File: src/rtl/mem_pkg.sv
// Shared encodings and helpers for the memory-stage access unit:
// access-size codes, FSM states and the lane mapping used by the bus.
package mem_pkg;

    localparam int DATA_W = 32;

    localparam logic [2:0] F3_BYTE  = 3'b000;
    localparam logic [2:0] F3_HALF  = 3'b001;
    localparam logic [2:0] F3_WORD  = 3'b010;
    localparam logic [2:0] F3_BYTEU = 3'b100;
    localparam logic [2:0] F3_HALFU = 3'b101;

    typedef enum logic [1:0] {
        ST_IDLE = 2'd0,
        ST_REQ  = 2'd1,
        ST_DONE = 2'd2
    } state_t;

    // Unsigned loads have no store counterpart, so they are illegal with a store.
    function automatic logic accessLegal(input logic [2:0] funct3,
                                         input logic [1:0] offset,
                                         input logic       isStore);
        case (funct3)
            F3_BYTE:  return 1'b1;
            F3_HALF:  return ~offset[0];
            F3_WORD:  return offset == 2'b00;
            F3_BYTEU: return ~isStore;
            F3_HALFU: return ~isStore & ~offset[0];
            default:  return 1'b0;
        endcase
    endfunction

    function automatic logic [3:0] byteEnables(input logic [2:0] funct3,
                                               input logic [1:0] offset);
        case (funct3[1:0])
            2'b00:   return 4'b0001 << offset;
            2'b01:   return 4'b0011 << offset;
            default: return 4'b1111;
        endcase
    endfunction

    function automatic logic [DATA_W-1:0] replicateStore(input logic [2:0]        funct3,
                                                         input logic [DATA_W-1:0] data);
        case (funct3[1:0])
            2'b00:   return {4{data[7:0]}};
            2'b01:   return {2{data[15:0]}};
            default: return data;
        endcase
    endfunction

endpackage

File: src/rtl/load_align.sv
// Selects the addressed lane of a bus read word and sign- or zero-extends it
// to the full register width according to the load size.
module load_align
    import mem_pkg::*;
(
    input  logic [DATA_W-1:0] rdata,
    input  logic [2:0]        funct3,
    input  logic [1:0]        offset,
    output logic [DATA_W-1:0] data
);

    logic [DATA_W-1:0] shifted;

    always_comb begin
        shifted = rdata >> {offset, 3'b000};
        case (funct3)
            F3_BYTE:  data = {{24{shifted[7]}}, shifted[7:0]};
            F3_HALF:  data = {{16{shifted[15]}}, shifted[15:0]};
            F3_BYTEU: data = {24'b0, shifted[7:0]};
            F3_HALFU: data = {16'b0, shifted[15:0]};
            default:  data = shifted;
        endcase
    end

endmodule

File: src/rtl/mem_access_unit.sv
// Memory-stage load/store unit: checks alignment, issues one registered bus
// request per access, stalls the pipeline until ack or timeout, aligns loads.
module mem_access_unit
    import mem_pkg::*;
#(
    parameter int unsigned TIMEOUT_CYCLES = 255
)
(
    input  logic              clk,
    input  logic              reset,
    input  logic              MemReadM,
    input  logic              MemWriteM,
    input  logic [2:0]        Funct3M,
    input  logic [DATA_W-1:0] ALUResultM,
    input  logic [DATA_W-1:0] WriteDataM,
    output logic [DATA_W-1:0] ReadDataM,
    output logic              StallM,
    output logic              MisalignM,
    output logic              TimeoutM,
    output logic              mem_req,
    output logic              mem_we,
    output logic [DATA_W-1:0] mem_addr,
    output logic [DATA_W-1:0] mem_wdata,
    output logic [3:0]        mem_be,
    input  logic              mem_ack,
    input  logic [DATA_W-1:0] mem_rdata
);

    localparam logic [15:0] TimeoutLast = 16'(TIMEOUT_CYCLES - 1);

    state_t            state;
    logic [15:0]       reqCount;
    logic [2:0]        funct3Q;
    logic [1:0]        offsetQ;
    logic [DATA_W-1:0] loadData;
    logic              access;
    logic              legal;

    assign access = MemReadM | MemWriteM;
    assign legal  = accessLegal(Funct3M, ALUResultM[1:0], MemWriteM);

    // Stall starts in the detect cycle so the pipeline freezes before the bus answers.
    assign StallM    = (state == ST_REQ) | ((state == ST_IDLE) & access & legal);
    assign MisalignM = (state == ST_IDLE) & access & ~legal;

    load_align u_loadAlign (
        .rdata  (mem_rdata),
        .funct3 (funct3Q),
        .offset (offsetQ),
        .data   (loadData)
    );

    always_ff @(posedge clk) begin
        if (!reset) begin
            state     <= ST_IDLE;
            reqCount  <= '0;
            funct3Q   <= '0;
            offsetQ   <= '0;
            ReadDataM <= '0;
            TimeoutM  <= 1'b0;
            mem_req   <= 1'b0;
            mem_we    <= 1'b0;
            mem_addr  <= '0;
            mem_wdata <= '0;
            mem_be    <= '0;
        end else begin
            case (state)
                ST_IDLE: begin
                    reqCount <= '0;
                    if (access && legal) begin
                        mem_req   <= 1'b1;
                        mem_we    <= MemWriteM;
                        mem_addr  <= {ALUResultM[DATA_W-1:2], 2'b00};
                        mem_be    <= byteEnables(Funct3M, ALUResultM[1:0]);
                        mem_wdata <= replicateStore(Funct3M, WriteDataM);
                        funct3Q   <= Funct3M;
                        offsetQ   <= ALUResultM[1:0];
                        state     <= ST_REQ;
                    end else if (access) begin
                        ReadDataM <= '0;
                    end
                end
                ST_REQ: begin
                    if (mem_ack) begin
                        if (!mem_we) begin
                            ReadDataM <= loadData;
                        end
                        mem_req <= 1'b0;
                        state   <= ST_DONE;
                    end else if (reqCount == TimeoutLast) begin
                        mem_req   <= 1'b0;
                        ReadDataM <= '0;
                        TimeoutM  <= 1'b1;
                        state     <= ST_DONE;
                    end else begin
                        reqCount <= reqCount + 16'd1;
                    end
                end
                ST_DONE: begin
                    TimeoutM <= 1'b0;
                    state    <= ST_IDLE;
                end
                default: begin
                    state <= ST_IDLE;
                end
            endcase
        end
    end

endmodule

File: config.mk
export PLATFORM = sky130hd
export DESIGN_NAME = mem_access_unit
export DESIGN_NICKNAME = d
export VERILOG_FILES = /design/src/rtl/mem_pkg.sv /design/src/rtl/load_align.sv /design/src/rtl/mem_access_unit.sv
export SDC_FILE = /design/constraint.sdc
export NUM_CORES = 1
export LEC_CHECK = 0
export ABC_AREA = 1
export BUFFER_PORTS_ARGS = -buffer_cell sky130_fd_sc_hd__buf_2
export CORE_MARGIN = 1.5
export CORE_UTILIZATION = 50
export DETAILED_ROUTE_END_ITERATION = 10
export PLACE_DENSITY_LB_ADDON = 0.12
export SETUP_SLACK_MARGIN = 0.1
export SYNTH_ARGS = -nofsm -noshare
export SYNTH_HDL_FRONTEND = slang
export SYNTH_HIERARCHICAL = 1
export SYNTH_SLANG_ARGS = --single-unit
File: constraint.sdc
create_clock -name clk -period 2.15 [get_ports clk]
set_input_delay 0.215 -clock clk [delete_from_list [all_inputs] [get_ports clk]]
set_output_delay 0.215 -clock clk [all_outputs]
set_load 0.01 [all_outputs]
; After elaboration in Yosys (flattened, before gate mapping)
; Index checks and enable logic that the tools add are counted.
[word_totals]
ff_bits = 124
out_inout_bits = 105
elab_cells = 81
[op_classes]
addsub = 1
eq_ne = 19
shift = 3
mux = 24
bitwise = 9
reduce_logical = 14
[op_table]
columns = op, n
row1 = two-way mux 32 bit, 5
row2 = one-hot mux 32 bit (2 select lines), 2
row3 = one-hot mux 32 bit (4 select lines), 1
row4 = two-way mux 16 bit, 2
row5 = one-hot mux 16 bit (2 select lines), 1
row6 = >> shifter 32 x 5 -> 32 bit, 1
row7 = "adder 16 x 1 -> 16 bit, second input constant", 1
row8 = "== test 16 x 8 -> 1 bit, second input constant", 1
row9 = "== test 3 bit, second input constant", 4
row10 = AND reduction 3 bit, 3
row11 = "inequality test 2 bit, second input constant", 4
row12 = one-hot mux 4 bit (2 select lines), 1
row13 = "== test 3 x 1 -> 1 bit, second input constant", 2
row14 = zero test 2 bit, 3
row15 = zero test 3 bit, 2
row16 = two-way mux 2 bit, 3
row17 = two-way mux 1 bit, 5
row18 = one-hot mux 1 bit (5 select lines), 1
row19 = AND reduction 5 bit, 1
row20 = AND 1 bit, 4
row21 = "== test 2 x 1 -> 1 bit, second input constant", 2
row22 = "inequality test 2 x 1 -> 1 bit, second input constant", 2
row23 = one-hot mux 1 bit (2 select lines), 2
row24 = one-hot mux 2 bit (2 select lines), 1
row25 = 11 further kinds, 16

; Depth between registers and ports, before layout
[logic_depth]
depth_word = 6
ltp_mapped = 11
mapped_depth_nobuf = 11

; Hierarchy
; Netlist, hierarchy kept.
[by_module_without_submodules]
columns = module, instances, cells_per_inst, area_each_um2
row1 = mem_access_unit, 1, 842, 5660.4
row2 = load_align, 1, 158, 920.9

; Least setup slack after synthesis
; No wires, ideal clock.
[synth_timing]
kind = register -> register
from = register reqCount[0]
to = register reqCount[0]
t_arrival_ns = 1.336
setup_slack_ns = 0.699
path_stages_with_launch = 11
n_path_buf = 1
path_cell_list = dfxtp_1 -> inv_1 -> ha_1 -> nand2_1 -> nor2_1 -> nand3_1 -> nand2_2 -> inv_2 -> buf_6 -> o21ai_1 -> nor2_1
[synth_between]
elab_chain_len = 4
[synth_rtl]
columns = item, line
row1 = "start, declared", mem_access_unit.sv:32  ; logic [15:0] reqCount;
row2 = "start signal, assigned", mem_access_unit.sv:96  ; reqCount <= reqCount + 16'd1;
row3 = adder 16 x 1 -> 16 bit, mem_access_unit.sv:96
row4 = two-way mux 16 bit, mem_access_unit.sv:90  ; end else if (reqCount == TimeoutLast) begin
row5 = two-way mux 16 bit, mem_access_unit.sv:84  ; if (mem_ack) begin
row6 = one-hot mux 16 bit (2 select lines), mem_access_unit.sv:67  ; case (state)
; Parallel ways exist; a longest one is shown, timed or not. The select of a mux whose other input is x is not followed.
; A chain may end at the register's enable or synchronous reset.

; Worst setup path in the final report
[layout_timing]
from = register state[1]
to = output StallM
[layout_between]
elab_chain_len = 4
[layout_rtl]
columns = item, line
row1 = "start, declared", mem_access_unit.sv:31  ; state_t state;
row2 = "start signal, assigned", mem_access_unit.sv:55  ; state <= ST_IDLE;
row3 = "start signal, assigned", mem_access_unit.sv:78  ; state <= ST_REQ;
row4 = "start signal, assigned", mem_access_unit.sv:89  ; state <= ST_DONE;
row5 = zero test 2 bit, mem_access_unit.sv:43  ; assign StallM = (state == ST_REQ) | ((state == ST_IDLE) & access & legal);
row6 = AND 1 bit (2 in a row), mem_access_unit.sv:43
row7 = bitwise OR 1 bit (*), mem_access_unit.sv:43
row8 = "end, declared", mem_access_unit.sv:17  ; output logic StallM,
; Every way passes the cells marked *; elsewhere a longest branch is shown, timed or not.

==> flow_metrics.env <==
export IMPL_grt_util_all_layers_pct=26.4
export IMPL_stdcell_area_um2=8290
export IMPL_cp_data_arrival_time_ns=1.66
export IMPL_seq_area_frac_synth_pct=37.7
export IMPL_crit_type="reg -> out"
export IMPL_min_period_ns=1.87
export IMPL_synth_warnings=6
export IMPL_final_setup_tns_ns=0
export IMPL_grt_antenna_before_repair=0
export IMPL_syn_area_um2=6580
export IMPL_startpoint="state[1]"
export IMPL_hp_start="ALUResultM[15]"
export IMPL_die_h_um=118
export IMPL_final_cell_mix="nand2_1, buf_2, nor2_1"
export IMPL_synth_top_area_share_pct=37.7
export IMPL_fin_cells=1368
export IMPL_cts_tree="yes"
export IMPL_setup_viol=0
export IMPL_die_area_um2=13900
export IMPL_worst_pin_slew_ns=0.582
export IMPL_io_pins=209
export IMPL_min_path_type="in -> reg"
export IMPL_grt_pass1_wl_um=29600
export IMPL_first_iter_violations=609
export IMPL_postCtsSetupRepairBufs=0
export IMPL_rsz0062_at_grt="false"
export IMPL_final_util_pct=65.2
export IMPL_worstReg2RegStart="state[1]"
export IMPL_area_growth_pct=26.0
export IMPL_n_fill_cell=1239
export IMPL_skew_ns=0.0133
export IMPL_synth_distinct_cells=37
export IMPL_clk_path_buf_depth=2
export IMPL_regArea_um2=2480
export IMPL_insertion_delay_ns=0.42
export IMPL_syn_inst=1000
export IMPL_multi_input_area_um2=3330
export IMPL_leakage_uw=0.00426
export IMPL_port_buffers=206
export IMPL_period_share_pct=87.2
export IMPL_powerDensity_nw_per_um2=819
export IMPL_core_rowCount=41
export IMPL_relSlewSlack_pct=61.0
export IMPL_crit_required_ns=1.93
export IMPL_final_common_cell="nand2_1"
export IMPL_report_final_hold_viol_count=0
export IMPL_final_antenna_net_count=0
export IMPL_avgSynthCellArea_um2=6.58
export IMPL_placed_cell_area_um2=7680
export IMPL_cts_root_buf="clkbuf_16"
export IMPL_routed_via_density=5.12
export IMPL_cp_start_kind="flop"
export IMPL_nNetsFinal=1289
export IMPL_wire_per_inst_um=13.6
export IMPL_dr_pass1_iters=8
export IMPL_clkSinkCount=124
export IMPL_power_uw=6790
export IMPL_grt_pass1_vias=6213
export IMPL_ys_seq_elements=124
export IMPL_wl_um=18600
export IMPL_cts_resized_gates=1
export IMPL_cp_max_fo=24
export IMPL_final_layout_size_suffix_gt1_share_pct=25.3
export IMPL_drcViolationCount=0
export IMPL_post_place_cells=1336
export IMPL_holdBufCountCts=0
export IMPL_vdd_drop_max_v=0.000578
export IMPL_start_util_pct=51.7
export IMPL_place_gp_congestion=0.932
export IMPL_numCtsBuffers=17
export IMPL_end_kind="primary output"
export IMPL_dp_hpwl_um=13300
export IMPL_ctsHtreeMaxLevel=4
export IMPL_netlist_top_cells_area="dfxtp_1, nand2_1, nor2_1, inv_1, o21ai_0"
export IMPL_die_width_um=118
export IMPL_outcome="finished clean"
export IMPL_path_clk_slew_ns=0.05
export IMPL_grt_remaining_overflow=0
export IMPL_via_count=7000
export IMPL_synth_top_area_cell="dfxtp_1"
export IMPL_finalMaxSlewViolations=0
export IMPL_max_cap_viol_count=0
export IMPL_core_um2=12700
export IMPL_max_freq_mhz=534
export IMPL_grt_max_degree=55
==> routing by layer <==
layer	up-vias	routed length (um)	GRT usage, %
met5	-	0	0
met4	0	523	12.0
met3	42	1500	7.95
met2	277	8820	42.9
met1	3126	7760	32.2
li1	3555	-	-
==> registers in the layout (all words and copies together) (netlist names) <==
register	count
ReadDataM	32
mem_wdata	32
mem_addr	30
reqCount	16
mem_be	4
funct3Q	3
offsetQ	2
state	2
TimeoutM	1
mem_req	1
mem_we	1
==> synth_stat cells (all sizes together) <==
cell type	number
nor3	2
xnor2	1
dfxtp	124
ha	2
o21bai	1
o211ai	22
conb	1
inv	111
a211oi	1
and2	1
nand3b	1
nand3	47
xor2	4
buf	42
a21oi	57
clkbuf	22
nor2	154
a22oi	7
nand4	36
o21ai	74
a31oi	8
nand2	282
==> power by group <==
group / switching [uW] / total (uW) / internal (uW)
registers: 100 / 2580 / 2480
clock network: 998 / 2850 / 1850
logic: 844 / 1360 / 518
==> area by class of cell <==
cell class              count  area share [%]
clock inverters             6            1.01
diodes                      1          0.0302
inverters                 111            5.20
repair buffers            227            15.0
well taps                 172            2.59
multi-input cells         702            40.1
flip-flops and latches    124            29.9
clock buffers              25            6.09
==> cell families after synthesis <==
logic type	Yosys count	synth area share, %
simple gates	523	34.9
buf+inv	175	12.0
compound gates	170	14.3
flops	124	37.7
xor+xnor	5	0.665
fa+ha+maj	2	0.380
other cells	1	0.0570
==> metrics by stage <==
stage	setup WS (ns)	hold slack, ns
finish	0.276	0.0149
global route	0.113	0.00872
CTS	0.0812	0.00820
detailed placement	0.137	0.444
global placement	0.154	0.434
floorplan	0.699	0.350
==> critical path: stages, from the launching register on <==
cell and delay, ns:
dfxtp_1 0.34, nor2_2 0.16, o21ai_1 0.15, nor2_4 0.20
inv_6 0.12, nand2_1 0.12, buf_2 0.14
==> final timing paths <==
path / end / slack (ns) / depth (start not counted)
worst max register to register: ReadDataM[7] / 0.29 / 8
worst min-delay path: mem_addr[15] / 0.01 / 3
worst min register to register: mem_wdata[5] / 0.46 / 2
worst max-delay path: StallM / 0.28 / 6
Power figures use the tool's default switching activity.
